==> src/rtl/ceres_param.sv <==
// Shared constants and types for the Ceres UART receive path.
package ceres_param;

    localparam int unsigned UART_DATA_WIDTH    = 8;
    localparam int unsigned UART_RX_FIFO_DEPTH = 4;

    typedef enum logic [1:0] {
        IDLE,
        START,
        DATA,
        STOP
    } uart_rx_state_e;

endpackage

==> src/rtl/wbit_fifo.sv <==
// Synchronous first-word fall-through FIFO with asynchronous active-high reset.
module wbit_fifo #(
    parameter int unsigned WIDTH = 8,
    parameter int unsigned DEPTH = 4
) (
    input  logic             clk_i,
    input  logic             rst_i,
    input  logic             wr_en_i,
    input  logic [WIDTH-1:0] wdata_i,
    input  logic             rd_en_i,
    output logic [WIDTH-1:0] rdata_o,
    output logic             full_o,
    output logic             empty_o
);

    localparam int unsigned PW = (DEPTH > 1) ? $clog2(DEPTH) : 1;
    localparam int unsigned CW = $clog2(DEPTH + 1);

    logic [WIDTH-1:0] mem [DEPTH];
    logic [PW-1:0]    wr_ptr;
    logic [PW-1:0]    rd_ptr;
    logic [CW-1:0]    count;
    logic             do_wr;
    logic             do_rd;

    assign full_o  = (count == CW'(DEPTH));
    assign empty_o = (count == '0);
    assign do_wr   = wr_en_i && !full_o;
    assign do_rd   = rd_en_i && !empty_o;
    // Head is forced to zero while empty so the output has a defined reset value.
    assign rdata_o = empty_o ? '0 : mem[rd_ptr];

    always_ff @(posedge clk_i or posedge rst_i) begin
        if (rst_i) begin
            wr_ptr <= '0;
            rd_ptr <= '0;
            count  <= '0;
        end else begin
            if (do_wr) begin
                wr_ptr <= (wr_ptr == PW'(DEPTH - 1)) ? '0 : wr_ptr + 1'b1;
            end
            if (do_rd) begin
                rd_ptr <= (rd_ptr == PW'(DEPTH - 1)) ? '0 : rd_ptr + 1'b1;
            end
            case ({do_wr, do_rd})
                2'b10:   count <= count + 1'b1;
                2'b01:   count <= count - 1'b1;
                default: count <= count;
            endcase
        end
    end

    always_ff @(posedge clk_i) begin
        if (do_wr) begin
            mem[wr_ptr] <= wdata_i;
        end
    end

endmodule

==> src/rtl/uart_rx.sv <==
// 8N1 UART receiver: synchronizer, mid-bit sampling FSM, sticky error flags, receive FIFO.
module uart_rx
    import ceres_param::*;
#(
    parameter int unsigned DATA_WIDTH = UART_DATA_WIDTH,
    parameter int unsigned FIFO_DEPTH = UART_RX_FIFO_DEPTH
) (
    input  logic                  clk_i,
    input  logic                  rst_ni,
    input  logic [15:0]           baud_div_i,
    input  logic                  rx_en_i,
    input  logic                  rx_bit_i,
    input  logic                  rx_re_i,
    input  logic                  err_clr_i,
    output logic [DATA_WIDTH-1:0] dout_o,
    output logic                  full_o,
    output logic                  empty_o,
    output logic                  frame_err_o,
    output logic                  overrun_o
);

    uart_rx_state_e        state_q, state_d;
    logic [15:0]           cnt_q, cnt_d;
    logic [2:0]            idx_q, idx_d;
    logic [DATA_WIDTH-1:0] shreg_q, shreg_d;
    logic                  sync_q, rxs, rxs_q;
    logic                  push, fe_set, ov_set;
    logic [15:0]           baud_m1, half_m1;
    logic                  fall;

    assign baud_m1 = baud_div_i - 16'd1;
    assign half_m1 = (baud_div_i >> 1) - 16'd1;
    assign fall    = rxs_q && !rxs;

    always_ff @(posedge clk_i or negedge rst_ni) begin
        if (!rst_ni) begin
            sync_q <= 1'b1;
            rxs    <= 1'b1;
            rxs_q  <= 1'b1;
        end else begin
            sync_q <= rx_bit_i;
            rxs    <= sync_q;
            rxs_q  <= rxs;
        end
    end

    always_ff @(posedge clk_i or negedge rst_ni) begin
        if (!rst_ni) begin
            state_q <= IDLE;
            cnt_q   <= '0;
            idx_q   <= '0;
            shreg_q <= '0;
        end else begin
            state_q <= state_d;
            cnt_q   <= cnt_d;
            idx_q   <= idx_d;
            shreg_q <= shreg_d;
        end
    end

    always_comb begin
        state_d = state_q;
        cnt_d   = cnt_q + 16'd1;
        idx_d   = idx_q;
        shreg_d = shreg_q;
        push    = 1'b0;
        fe_set  = 1'b0;
        ov_set  = 1'b0;
        if (!rx_en_i) begin
            state_d = IDLE;
            cnt_d   = '0;
            idx_d   = '0;
        end else begin
            case (state_q)
                IDLE: begin
                    cnt_d = '0;
                    idx_d = '0;
                    if (fall && baud_div_i >= 16'd2) begin
                        state_d = START;
                    end
                end
                START: begin
                    if (cnt_q == half_m1) begin
                        cnt_d   = '0;
                        state_d = rxs ? IDLE : DATA;
                    end
                end
                DATA: begin
                    if (cnt_q == baud_m1) begin
                        cnt_d   = '0;
                        shreg_d = {rxs, shreg_q[DATA_WIDTH-1:1]};
                        idx_d   = idx_q + 3'd1;
                        if (idx_q == 3'(DATA_WIDTH - 1)) begin
                            state_d = STOP;
                        end
                    end
                end
                STOP: begin
                    if (cnt_q == baud_m1) begin
                        cnt_d   = '0;
                        state_d = IDLE;
                        if (!rxs) begin
                            fe_set = 1'b1;
                        end else if (full_o) begin
                            ov_set = 1'b1;
                        end else begin
                            push = 1'b1;
                        end
                    end
                end
                default: state_d = IDLE;
            endcase
        end
    end

    // A set event in the same cycle as err_clr_i takes priority.
    always_ff @(posedge clk_i or negedge rst_ni) begin
        if (!rst_ni) begin
            frame_err_o <= 1'b0;
            overrun_o   <= 1'b0;
        end else begin
            if (fe_set) begin
                frame_err_o <= 1'b1;
            end else if (err_clr_i) begin
                frame_err_o <= 1'b0;
            end
            if (ov_set) begin
                overrun_o <= 1'b1;
            end else if (err_clr_i) begin
                overrun_o <= 1'b0;
            end
        end
    end

    wbit_fifo #(
        .WIDTH (DATA_WIDTH),
        .DEPTH (FIFO_DEPTH)
    ) u_fifo (
        .clk_i   (clk_i),
        .rst_i   (!rst_ni),
        .wr_en_i (push),
        .wdata_i (shreg_q),
        .rd_en_i (rx_re_i),
        .rdata_o (dout_o),
        .full_o  (full_o),
        .empty_o (empty_o)
    );

endmodule

==> config.mk <==
export PLATFORM = sky130hd
export DESIGN_NAME = uart_rx
export DESIGN_NICKNAME = d
export VERILOG_FILES = /design/src/rtl/ceres_param.sv /design/src/rtl/wbit_fifo.sv /design/src/rtl/uart_rx.sv
export SDC_FILE = /design/constraint.sdc
export NUM_CORES = 1
export LEC_CHECK = 0
export BUFFER_PORTS_ARGS = -buffer_cell sky130_fd_sc_hd__buf_2
export CAP_MARGIN = 20
export CORE_MARGIN = 1
export CORE_UTILIZATION = 55
export DETAILED_ROUTE_END_ITERATION = 8
export PLACE_DENSITY = 0.75
export SLEW_MARGIN = 20
export SYNTH_ARGS = -nofsm -noshare
export SYNTH_HDL_FRONTEND = slang
export SYNTH_SLANG_ARGS = --single-unit
==> constraint.sdc <==
create_clock -name clk_i -period 3.1 [get_ports clk_i]
set_clock_uncertainty 0.05 [all_clocks]
set_input_delay 0.62 -clock clk_i [delete_from_list [all_inputs] [get_ports clk_i]]
set_output_delay 0.62 -clock clk_i [all_outputs]
set_load 0.02 [all_outputs]
==> metrics.csv <==
metric,value,unit
status,finished clean,
"CTS clk-pin slew, worst paths",0.08,ns
R2R Setup Slk,0.29,ns
fmax,0.332,GHz
most frequent cell after synthesis,dfrtp_1,
CTS Sinks,73,
DR DRC count,0,
synth warn,0,
HPWL after detailed placement,7730,µm
worst vdd ir,0.000296,V
"Seq/Total Area, Yosys",0.441,
CTS max path bufs,2,
Max Cap Violations,0,
Least-Margin Pin Slew,0.929,ns
antenna violations before repair,0,
PwrDens,422,nW/µm²
# nets final,530,
"Distinct cells, synth",65,
die area,8570,µm²
Antenna Nets Post-Route,0,
hold depth,0,
post-synthesis register bit count,73,
R2R depth,13,
worst skew pair latency,0.35,ns
Worst R2R End,u_fifo.count[2],
Initial Utilization,0.575,
share of cells above drive strength 1,0.328,
Area contributors post-synth,"edfxtp_1, dfrtp_1, xnor2_1",
Critical Path Fanout Max,6,
hold slack,0.307,ns
DR iter-0 viols,168,
htree depth,3,
Top Ports,34,
worst hold path class,reg -> reg,
TritonCTS clock tree,built,
CP Launch Type,input port,
Worst Hold Endpoint,rxs,
fin crit share,0.973,
fillcell total,597,
via count,3459,
GPL Wtd Cong,0.910,
relative slew slack,0.380,
Avg WL per Cell,17.1,µm
root buf cell,clkbuf_8,
"Req. time, crit path",3.33,ns
RR Startpoint,cnt_q[3],
crit path capture type,flop,
setup tns final,0,ns
GRT Overall Usage,0.260,
CTS Hold Bufs,0,
Post-Route WL,10300,µm
Core Box Area,7850,µm²
endpoints failing setup,0,
total congestion overflow,0,
first-pass GRT wire length,16800,µm
Placement Rows,32,
# diodes,0,
min Tclk post-route,3.02,ns
Hold Startpoint,sync_q,
"FFs w/ async S/R, synth",0.562,
arrival time at the worst endpoint,3.24,ns
clock buffers created by TritonCTS,9,
Leak,2.36,nW
top_reg_cell synth,dfrtp_1,
Post-synth EDFFs,32,
Setup CP Type,in -> reg,
IO buf count,33,
number of global-route vias before repair,3409,
pin count of the biggest net entering global routing,42,
Syn-to-layout area delta,20.3,%
RSZ-0062 raised after global routing,yes,
syn_area_per_cell,11.0,µm²
Synth top cells by count,"dfrtp_1, nor2_1, edfxtp_1",
DRT Pass-1 Iters,6,
die extent in x,92.6,µm
Slew Limit Fails,0,
netlist area before placement,4510,µm²
via/cell ratio,5.75,
"area leader, netlist",edfxtp_1,
Syn Inst Count,412,
"Net Count, Synth",447,
Fin. Hold Viols,0,
post-synth top area share,0.213,
die height,92.6,µm
routing by layer:
| metal | GRT usage | routed length (µm) | up-vias |
|---|---|---|---|
| li1 | - | - | 1645 |
| met1 | 0.345 | 4490 | 1685 |
| met2 | 0.423 | 5140 | 105 |
| met3 | 0.0583 | 471 | 24 |
| met4 | 0.0820 | 228 | 0 |
| met5 | 0 | 0 | - |
registers in the layout, indices dropped and copies added (netlist names):
signal and count:
cnt_q 16, frame_err_o 1, idx_q 3, overrun_o 1, rxs 1, rxs_q 1
shreg_q 8, state_q 2, sync_q 1, u_fifo.count 3, u_fifo.mem 32, u_fifo.rd_ptr 2
u_fifo.wr_ptr 2
logic make-up (layout without fill, tap and decap cells):
logic type | Yosys count | in the layout | synth area share
compound gates | 45 | 45 | 0.0807
xor+xnor | 55 | 55 | 0.110
fa+ha+maj | 13 | 13 | 0.0377
buf+inv | 42 | 130 | 0.0441
flops | 73 | 73 | 0.441
mux | 21 | 21 | 0.0718
simple gates | 163 | 163 | 0.215
layout make-up:
class	count	area, µm²	share of cell area
inverter	16	65.1	0.0120
tap	102	128	0.0235
timing repair buffer	98	678	0.125
multi-input combinational	297	2380	0.439
clock buffer	9	124	0.0228
clock inverter	7	58.8	0.0108
sequential	73	1990	0.367
cells in the final DEF (no fill, tap or decap), drive strengths merged, types with 4 or more instances in the layout:
master and instances:
mux2 11, nor4 5, nor4b 4, buf 98, nor2b 15, clkbuf 9, and2 5, nor2 36
mux4 8, nand3 18, dfrtp 38, edfxtp 32, xnor2 27, nand2 29, nand4 11, and3 6
xor2 27, a21oi 7, nor3b 6, nor3 13, inv 21, ha 12
worst max path at each step:
stage	slack (ns)	end	from	cells past startpoint
3_3_place_gp	-0.23	u_fifo.count[2]	baud_div_i[2]	16
3_5_place_dp	-0.35	u_fifo.count[2]	baud_div_i[1]	16
4_1_cts	0.02	u_fifo.count[2]	baud_div_i[1]	16
2_1_floorplan	-0.14	u_fifo.count[2]	baud_div_i[7]	14
6_report	0.08	u_fifo.count[2]	baud_div_i[2]	16
5_1_grt	-0.07	u_fifo.count[2]	baud_div_i[1]	16
worst max-delay path, stage by stage:
cell       delay [ns]
buf_6            0.10
inv_4            0.05
ha_4             0.12
nor3b_4          0.30
nand4_1          0.24
nor3b_2          0.23
o31a_1           0.33
o2111ai_2        0.22
nor3_4           0.06
inv_2            0.07
ha_4             0.13
inv_2            0.03
fa_2             0.32
xor2_1           0.15
nor2_1           0.11
xor2_1           0.15
per-stage QoR:
| step | utilization | total power [mW] | worst slack (ns) | cells | cell area, µm² |
|---|---|---|---|---|---|
| 2_1_floorplan | - | 1.44 | -0.141 | 412 | 4560 |
| 3_3_place_gp | 0.661 | 1.58 | -0.230 | 583 | 5180 |
| 3_5_place_dp | 0.661 | 1.61 | -0.350 | 583 | 5180 |
| 6_report | 0.692 | 2.29 | 0.0840 | 602 | 5430 |
| 5_1_grt | 0.692 | 2.39 | -0.0694 | 602 | 5430 |
| 4_1_cts | 0.684 | 2.30 | 0.0185 | 599 | 5370 |
report_power, final:
part,internal [mW],switching (mW),total (mW),leakage (nW)
clock network,0.304,0.385,0.689,0.0877
registers,1.04,0.0875,1.13,0.909
logic,0.227,0.244,0.471,1.36
repair_timing:
item | CTS | global route
buffers inserted | 0 | 3
gates resized for setup | 0 | 10
endpoints found under the setup margin | 0 | 2
Power figures use the tool's default switching activity.
